===== src/rtl/scan_pkg.sv =====
// rtl/scan_pkg.sv - shared scan sequencing types and MISR taps
package scan_pkg;

    typedef enum logic [2:0] {
        ST_IDLE,
        ST_SHIFT,
        ST_CAPTURE,
        ST_WAIT,
        ST_DRAIN
    } scan_state_t;

    // Feedback taps on bits 31, 27, 2 and 1.
    localparam logic [31:0] MISR_TAPS = 32'h8800_0006;

    function automatic logic misr_feedback(input logic [31:0] sig, input logic din);
        return (^(sig & MISR_TAPS)) ^ din;
    endfunction

endpackage


===== src/rtl/scan_pattern_sequencer_if.sv =====
// rtl/scan_pattern_sequencer_if.sv - pattern load handshake bundle
interface scan_pattern_sequencer_if #(
    parameter int CHAIN_LENGTH = 64
) ();
    logic                    pat_valid;
    logic                    pat_ready;
    logic [CHAIN_LENGTH-1:0] pat_stimulus;
    logic [CHAIN_LENGTH-1:0] pat_expect;
    logic [CHAIN_LENGTH-1:0] pat_mask;

    modport master (output pat_valid, pat_stimulus, pat_expect, pat_mask, input pat_ready);
    modport slave  (input pat_valid, pat_stimulus, pat_expect, pat_mask, output pat_ready);
endinterface


===== src/rtl/scan_unload_checker.sv =====
// rtl/scan_unload_checker.sv - unload compare, fail counting and optional MISR
// Signature compression is built only when SCAN_SEQ_MISR_EN is defined.
module scan_unload_checker
    import scan_pkg::*;
#(
    parameter int CHAIN_LENGTH = 64,
    parameter int CNT_W        = 16
) (
    input  logic                            scan_clock,
    input  logic                            reset,
    input  logic                            cmp_valid,
    input  logic [$clog2(CHAIN_LENGTH)-1:0] bit_idx,
    input  logic                            scan_out,
    input  logic [CHAIN_LENGTH-1:0]         exp_cur,
    input  logic [CHAIN_LENGTH-1:0]         msk_cur,
    output logic [CNT_W-1:0]                fail_count,
    output logic [31:0]                     signature
);
    localparam int BW = $clog2(CHAIN_LENGTH);
    localparam logic [BW-1:0] LAST = BW'(CHAIN_LENGTH - 1);

    logic          pat_fail;
    logic [BW-1:0] pos;
    logic          mism;
    logic          last_edge;

    // The chain presents its MSB first, so edge k carries bit CHAIN_LENGTH-1-k.
    assign pos       = LAST - bit_idx;
    assign mism      = cmp_valid && msk_cur[pos] && (scan_out != exp_cur[pos]);
    assign last_edge = (bit_idx == LAST);

    always_ff @(posedge scan_clock or posedge reset) begin
        if (reset) begin
            pat_fail   <= 1'b0;
            fail_count <= '0;
        end else if (cmp_valid) begin
            if (last_edge) begin
                if ((pat_fail || mism) && (fail_count != '1))
                    fail_count <= fail_count + CNT_W'(1);
                pat_fail <= 1'b0;
            end else if (mism) begin
                pat_fail <= 1'b1;
            end
        end
    end

`ifdef SCAN_SEQ_MISR_EN
    logic [31:0] misr;

    always_ff @(posedge scan_clock or posedge reset) begin
        if (reset)
            misr <= '0;
        else if (cmp_valid)
            misr <= {misr[30:0], misr_feedback(misr, scan_out)};
    end

    assign signature = misr;
`else
    assign signature = 32'h0;
`endif

endmodule


===== src/rtl/scan_pattern_sequencer.sv =====
// rtl/scan_pattern_sequencer.sv - scan chain load/capture/unload sequencer
// Optional signature MISR enabled by SCAN_SEQ_MISR_EN.
module scan_pattern_sequencer
    import scan_pkg::*;
#(
    parameter int CHAIN_LENGTH = 64,
    parameter int CNT_W        = 16
) (
    input  logic                     scan_clock,
    input  logic                     reset,
    scan_pattern_sequencer_if.slave  pat,
    input  logic                     flush,
    output logic                     scan_enable,
    output logic                     scan_in,
    output logic                     capture_enable,
    input  logic                     scan_out,
    output logic                     busy,
    output logic                     done,
    output logic [CNT_W-1:0]         pattern_count,
    output logic [CNT_W-1:0]         fail_count,
    output logic [31:0]              signature
);
    localparam int BW = $clog2(CHAIN_LENGTH);
    localparam logic [BW-1:0] LAST = BW'(CHAIN_LENGTH - 1);

    scan_state_t             state, next_state;
    logic [CHAIN_LENGTH-1:0] stim_sr, exp_nxt, msk_nxt, exp_cur, msk_cur;
    logic                    cmp_en;
    logic [BW-1:0]           bit_cnt;
    logic                    done_q;
    logic                    last_bit;
    logic                    cmp_valid;

    assign last_bit  = (bit_cnt == LAST);
    assign cmp_valid = ((state == ST_SHIFT) && cmp_en) || (state == ST_DRAIN);

    always_ff @(posedge scan_clock or posedge reset) begin
        if (reset)
            state <= ST_IDLE;
        else
            state <= next_state;
    end

    // A pending pattern in WAIT takes priority over flush.
    always_comb begin
        next_state = state;
        case (state)
            ST_IDLE:    if (pat.pat_valid) next_state = ST_SHIFT;
            ST_SHIFT:   if (last_bit) next_state = ST_CAPTURE;
            ST_CAPTURE: next_state = ST_WAIT;
            ST_WAIT: begin
                if (pat.pat_valid)
                    next_state = ST_SHIFT;
                else if (flush)
                    next_state = ST_DRAIN;
            end
            ST_DRAIN:   if (last_bit) next_state = ST_IDLE;
            default:    next_state = ST_IDLE;
        endcase
    end

    always_comb begin
        pat.pat_ready  = (state == ST_IDLE) || (state == ST_WAIT);
        scan_enable    = (state == ST_SHIFT) || (state == ST_DRAIN);
        scan_in        = (state == ST_SHIFT) ? stim_sr[CHAIN_LENGTH-1] : 1'b0;
        capture_enable = (state == ST_CAPTURE);
        busy           = (state != ST_IDLE);
        done           = done_q;
    end

    always_ff @(posedge scan_clock or posedge reset) begin
        if (reset) begin
            stim_sr       <= '0;
            exp_nxt       <= '0;
            msk_nxt       <= '0;
            exp_cur       <= '0;
            msk_cur       <= '0;
            cmp_en        <= 1'b0;
            bit_cnt       <= '0;
            pattern_count <= '0;
            done_q        <= 1'b0;
        end else begin
            done_q <= 1'b0;
            case (state)
                ST_IDLE, ST_WAIT: begin
                    if (pat.pat_valid) begin
                        stim_sr <= pat.pat_stimulus;
                        exp_nxt <= pat.pat_expect;
                        msk_nxt <= pat.pat_mask;
                        cmp_en  <= (state == ST_WAIT);
                        bit_cnt <= '0;
                    end else if ((state == ST_WAIT) && flush) begin
                        bit_cnt <= '0;
                    end
                end
                ST_SHIFT: begin
                    stim_sr <= {stim_sr[CHAIN_LENGTH-2:0], 1'b0};
                    bit_cnt <= last_bit ? '0 : bit_cnt + BW'(1);
                end
                ST_CAPTURE: begin
                    pattern_count <= pattern_count + CNT_W'(1);
                    exp_cur       <= exp_nxt;
                    msk_cur       <= msk_nxt;
                end
                ST_DRAIN: begin
                    bit_cnt <= last_bit ? '0 : bit_cnt + BW'(1);
                    if (last_bit)
                        done_q <= 1'b1;
                end
                default: ;
            endcase
        end
    end

    scan_unload_checker #(
        .CHAIN_LENGTH (CHAIN_LENGTH),
        .CNT_W        (CNT_W)
    ) u_checker (
        .scan_clock (scan_clock),
        .reset      (reset),
        .cmp_valid  (cmp_valid),
        .bit_idx    (bit_cnt),
        .scan_out   (scan_out),
        .exp_cur    (exp_cur),
        .msk_cur    (msk_cur),
        .fail_count (fail_count),
        .signature  (signature)
    );

endmodule

===== src/flat_wrapper.sv =====
// flat-port wrapper written by rule: the top's interface ports become plain ports
module scan_pattern_sequencer_flat import scan_pkg::*;
#(
    parameter int CHAIN_LENGTH = 64,
    parameter int CNT_W        = 16
)
  (scan_clock, reset, flush, scan_enable, scan_in, capture_enable, scan_out, busy, done, pattern_count, fail_count, signature, pat_pat_valid, pat_pat_stimulus, pat_pat_expect, pat_pat_mask, pat_pat_ready);
  scan_pattern_sequencer_if #(.CHAIN_LENGTH(CHAIN_LENGTH)) pat_i ();
  input  logic scan_clock;
  input  logic reset;
  input  logic flush;
  output logic scan_enable;
  output logic scan_in;
  output logic capture_enable;
  input  logic scan_out;
  output logic busy;
  output logic done;
  output logic [CNT_W-1:0] pattern_count;
  output logic [CNT_W-1:0] fail_count;
  output logic [31:0] signature;
  input wire logic [$bits(pat_i.pat_valid)-1:0] pat_pat_valid;
  input wire logic [$bits(pat_i.pat_stimulus)-1:0] pat_pat_stimulus;
  input wire logic [$bits(pat_i.pat_expect)-1:0] pat_pat_expect;
  input wire logic [$bits(pat_i.pat_mask)-1:0] pat_pat_mask;
  output wire logic [$bits(pat_i.pat_ready)-1:0] pat_pat_ready;
  assign pat_i.pat_valid = pat_pat_valid;
  assign pat_i.pat_stimulus = pat_pat_stimulus;
  assign pat_i.pat_expect = pat_pat_expect;
  assign pat_i.pat_mask = pat_pat_mask;
  assign pat_pat_ready = pat_i.pat_ready;
  scan_pattern_sequencer #(.CHAIN_LENGTH(CHAIN_LENGTH), .CNT_W(CNT_W)) u_core (.scan_clock(scan_clock), .reset(reset), .pat(pat_i), .flush(flush), .scan_enable(scan_enable), .scan_in(scan_in), .capture_enable(capture_enable), .scan_out(scan_out), .busy(busy), .done(done), .pattern_count(pattern_count), .fail_count(fail_count), .signature(signature));
endmodule

===== config.mk =====
export PLATFORM = sky130hd
export DESIGN_NAME = scan_pattern_sequencer_flat
export DESIGN_NICKNAME = d
export VERILOG_FILES = /design/src/rtl/scan_pkg.sv /design/src/rtl/scan_pattern_sequencer_if.sv /design/src/rtl/scan_unload_checker.sv /design/src/rtl/scan_pattern_sequencer.sv /design/src/flat_wrapper.sv
export SDC_FILE = /design/constraint.sdc
export NUM_CORES = 1
export LEC_CHECK = 0
export ABC_AREA = 0
export CORE_MARGIN = 10
export CORE_UTILIZATION = 40
export DETAILED_ROUTE_END_ITERATION = 10
export DONT_BUFFER_PORTS = 1
export PLACE_DENSITY = 0.57
export SLEW_MARGIN = 25
export SYNTH_ARGS = -nofsm -noshare
export SYNTH_HDL_FRONTEND = slang
export SYNTH_SLANG_ARGS = --single-unit

===== constraint.sdc =====
create_clock -name scan_clock -period 15.4 [get_ports scan_clock]
set_clock_uncertainty 0.05 [all_clocks]
set_input_delay 3.08 -clock scan_clock [delete_from_list [all_inputs] [get_ports scan_clock]]
set_output_delay 3.08 -clock scan_clock [all_outputs]
set_load 0.005 [all_outputs]

# Word-level counts from Yosys, hierarchy flattened
# Index checks and enable logic that the tools add are counted.
# op_classes
eq_ne	13
add_sub_neg	4
n_lt_le_gt_ge	1
muxes	21
reduce_logical	22
# op_table
cell	count
64-bit case mux with 2 select lines	1
64-bit 2-to-1 mux	1
16-bit by 1-bit adder with 16-bit output (second input constant)	2
6-bit 2-to-1 mux	3
16-bit != test (second input constant)	1
3-bit 2-to-1 mux	5
3-bit case mux with 5 select lines	1
1-bit binary-select mux with 6-bit select	2
6-bit case mux with 2 select lines	1
2-bit AND reduction	4
6-bit by 7-bit less-than comparator with 1-bit output (second input constant)	1
1-bit 2-to-1 mux	7
6-bit by 1-bit adder with 6-bit output (second input constant)	1
3-bit by 2-bit == test with 1-bit output (second input constant)	2
6-bit == test (second input constant)	1
2-bit nonzero test	3
6-bit subtractor (first input constant)	1
1-bit logical AND	5
1-bit logical OR	4
2-bit by 1-bit != test with 1-bit output (second input constant)	2
2-bit != test (second input constant)	2
4-bit AND reduction	1
2-bit OR reduction	2
3-bit by 1-bit == test with 1-bit output (second input constant)	1
7 further kinds	7
# totals
reg_bits	364
out_inout_bits	70
inputBits	197

# Depth between registers and ports, before layout
# logic_depth
ltp_word	8
mapped_depth	12
depth_no_buf	8

# Modules after synthesis
# From an unflattened synthesis, not the netlist that was laid out.
# unflattened
cells_unflattened	1422
hier_area_um2	15671.3
# by_module_without_submodules
mod	area_each_um2	cells_each	seq_area_each_um2	n_inst
scan_pattern_sequencer	13486.7	1221	8683.3	1
scan_unload_checker	2184.6	201	425.4	1

# Least setup slack after synthesis
# No wires, ideal clock.
# synth_timing
path_kind	input to register
start	input port pat_pat_valid
end	register u_core.exp_nxt[19]
setup_ns	0.125
arrival_ns	4.314
cell_stages	5
n_path_buf	3
setup_slack_ns	10.911
cell_sequence	and2_1 clkbuf_1 clkbuf_1 clkbuf_1 mux2_2
# synth_via
elab_chain_cells	1
# synth_lines
element	line_no	source
from (decl)	flat_wrapper.sv:21	input wire logic [$bits(pat_i.pat_valid)-1:0] pat_pat_valid;
2-bit AND reduction (no line)	--	
to (signal assigned)	scan_pattern_sequencer.sv:88	exp_nxt <= pat.pat_expect;
to (decl)	scan_pattern_sequencer.sv:27	logic [CHAIN_LENGTH-1:0] stim_sr, exp_nxt, msk_nxt, exp_cur, msk_cur;
# Every way passes these cells.
# A chain may end at the register's enable or synchronous reset.

# Worst setup path after layout
# layout_timing
start	register u_core.state[1]
end	output port capture_enable
# layout_via
elab_chain_cells	1
# layout_lines
element	line_no	source
from (decl)	scan_pattern_sequencer.sv:26	scan_state_t state, next_state;
from (signal assigned)	scan_pattern_sequencer.sv:41	state <= next_state;
3-bit by 2-bit == test with 1-bit output	scan_pattern_sequencer.sv:66	capture_enable = (state == ST_CAPTURE);
to (decl)	flat_wrapper.sv:14	output logic capture_enable;
# Every way passes these cells.

==> reports/results.ini <==
[flow_run]
maxCapViolations=0

[floorplanning]
start_util_pct=40.3
core_area_um2=38600
rows=72
die_w_um=217
io_pins=267
dieHeight_um=217
fp.dieArea_um2=47100

[route]
remaining_drc_errors=0
vias=8770
wl_um=34900
viasPerCell=5.20
antenna_left=0
wl_per_cell_um=20.7
detail_route.first_pass.iterations=5
first_iter_violations=498

[grt]
grt_max_degree=160
antenna_found_initial=17
grt_pass1_wl_um=54600
grtUsageTotal_pct=14.7
gr-total-overflow=0
grt_pass1_vias=9181

[placement]
hpwl_um=23100
port_buffers=0
place_ws_ns=10.17
gp_congestion=0.733

[timing]
max_freq_mhz=176
setup_viol=0
rsz0062_at_grt=false
worst_pin_slew_ns=0.987
finalMaxSlewViolations=0
slew-limit-headroom_pct=34.2
fin_ws_ns=9.72
setup-tns-final_ns=0
post-route-min-period_ns=5.68
hold_viol_final=0
period_share_pct=36.9

[min_path]
hold_class=reg2reg

[yosys]
synth.distinct_cells=50
async_flop_share_pct=100
synthCells=1150
syn_area_um2=15500
ys_warn_count=0
ys.flop_type=dfrtp_1
synth_edf_count=0
ys_seq_area_share_pct=58.6
syn-mean-instance-area_um2=13.5
synth_seq_cells=364

[critical_path]
crit_type=reg2out
worstPathMaxFanout=49
startpoint_type=flip-flop
endpoint_kind=output port
cp.required_ns=12.27
worst_ep_arrival_time_ns=2.55

[layout]
utilization_pct=44.8
areaGrowthSynthToFinish_pct=11.1
layout-drive-gt1-share_pct=32.9
nNetsFinal=1332

[clocking]
numCtsBuffers=41
cts.reportedPaths.clkPinSlew_ns=0.06
cts_sinks=364
htreeDepth=2
insertion_delay_ns=0.55
cts_buffer_depth=3
postCtsSetupBuffers=0
cts_hold_buf=0
cts_tree=done
cts_resized=0
cts_root_buf=clkbuf_16

[pwr]
share_comb_of_total_power_pct=14.1
power_frac_clock_pct=38.4
power_density_nw_per_um2=147
netSwitchingFraction_pct=26.4
finalPower_mw=2.53
power.switching_mw=0.668
peakVddDrop_mv=0.0754
p_int_mw=1.87
p_leak_nw=8.09
seqPwrFrac_pct=47.5

[status]
outcome=finished, final reports clean

-- area by class of cell --
class	count	area, um^2
inverter	7	33.8
fill	3563	21300
clock buffer	64	1240
clock inverter	9	104
tap	518	648
multi-input combinational	706	5990
sequential	364	9110
antenna	5	12.5
timing repair buffer	12	130
-- metal layers --
layer	track usage [%]	vias to the layer above	share of wire, %
li1	-	3998	-
met1	17.8	4476	41
met2	23.3	206	48
met3	6.31	66	8.2
met4	4.33	24	2.1
met5	0	-	0.47
-- registers in the layout, indices dropped and copies added (netlist names), 6 cells and up --
signal	flops
u_core.msk_nxt	64
u_core.pattern_count	16
u_core.msk_cur	64
u_core.u_checker.fail_count	16
u_core.exp_cur	64
u_core.bit_cnt	6
u_core.exp_nxt	64
u_core.stim_sr	64
-- synth_stat cells, drive strengths merged, types with 5 or more instances --
master,n,area [um^2]
mux2,261,2940
nand2b,6,37.5
nand3,17,85.1
nand4,5,31.3
inv,6,22.5
dfrtp,364,9110
a22oi,65,488
xnor2,12,105
clkbuf,62,233
nor3b,7,52.6
o21ai,17,88.8
buf,42,330
nor3,13,65.1
mux4,34,766
nand2,150,563
nor2,20,77.6
nor4,5,31.3
and3,9,56.3
xor2,19,166
-- power groups by stage --
| stage | clock network [mW] | registers, mW | logic, mW |
|---|---|---|---|
| 2_1_floorplan | 0 | 1.17 | 0.334 |
| 3_3_place_gp | 0 | 1.22 | 0.358 |
| 3_5_place_dp | 0 | 1.22 | 0.367 |
| 4_1_cts | 1.01 | 1.21 | 0.368 |
| 5_1_grt | 1.05 | 1.23 | 0.403 |
| 6_report | 0.974 | 1.20 | 0.357 |
-- critical path, cell delays in order, from the launching register on --
cell     delay [ns]
dfrtp_1        0.62
nor3b_4        0.71
buf_4          0.65
-- cells by family (layout without fill, tap and decap cells) --
kind of cell	after synthesis	count (layout)	synth area share, %
DFF	364	364	58.6
muxes	295	295	23.9
and+or+nand+nor	243	243	6.95
buffers and inverters	111	92	3.79
AOI/OAI and AO/OA	102	102	4.79
xor gates and xnor gates	31	31	1.75
adders and majority gates	3	3	0.241
other	1	37	0.0241
-- through the flow --
step / hold slack [ns] / area [um^2] / instances
global placement: 0.408 / 15900 / 1606
detailed placement: 0.413 / 15900 / 1606
finish: 0.424 / 17300 / 1685
floorplan: 0.388 / 15700 / 1181
CTS: 0.427 / 17200 / 1679
global route: 0.446 / 17300 / 1683
-- cell usage in the layout, fill, tap and decap left out, types with 6 or more instances in the layout --
cell type,Yosys,routed
a22oi_1,65,65
and3_1,9,9
buf_4,32,8
clkbuf_1,62,12
clkbuf_16,0,43
clkbuf_8,0,9
conb_1,1,32
dfrtp_1,364,362
mux2_2,260,260
mux4_2,34,34
nand2_1,150,150
nand2b_1,6,6
nand3_1,17,17
nor2_1,19,18
nor3_1,13,13
nor3b_1,7,6
o21ai_0,15,15
xnor2_1,12,12
xor2_1,19,19
-- path summary, 6_finish.rpt --
path / cells after the start / slack (ns) / from / to
min in group asynchronous: 1 / 2.51 / reset / u_core.u_checker.fail_count[10]$_DFFE_PP0P_
worst max register to register: 9 / 11.77 / u_core.bit_cnt[0]$_DFFE_PP0P_ / u_core.u_checker.fail_count[1]$_DFFE_PP0P_
worst min register to register: 2 / 0.42 / u_core.stim_sr[5]$_DFFE_PP0P_ / u_core.stim_sr[5]$_DFFE_PP0P_
max in group asynchronous: 2 / 11.35 / reset / u_core.exp_nxt[31]$_DFFE_PP0P_
worst min-delay path: 2 / 0.42 / u_core.stim_sr[5]$_DFFE_PP0P_ / u_core.stim_sr[5]$_DFFE_PP0P_
worst max-delay path: 2 / 9.72 / u_core.state[1]$_DFFE_PP0P_ / capture_enable
Note: power is estimated with default switching activity, not from simulation.
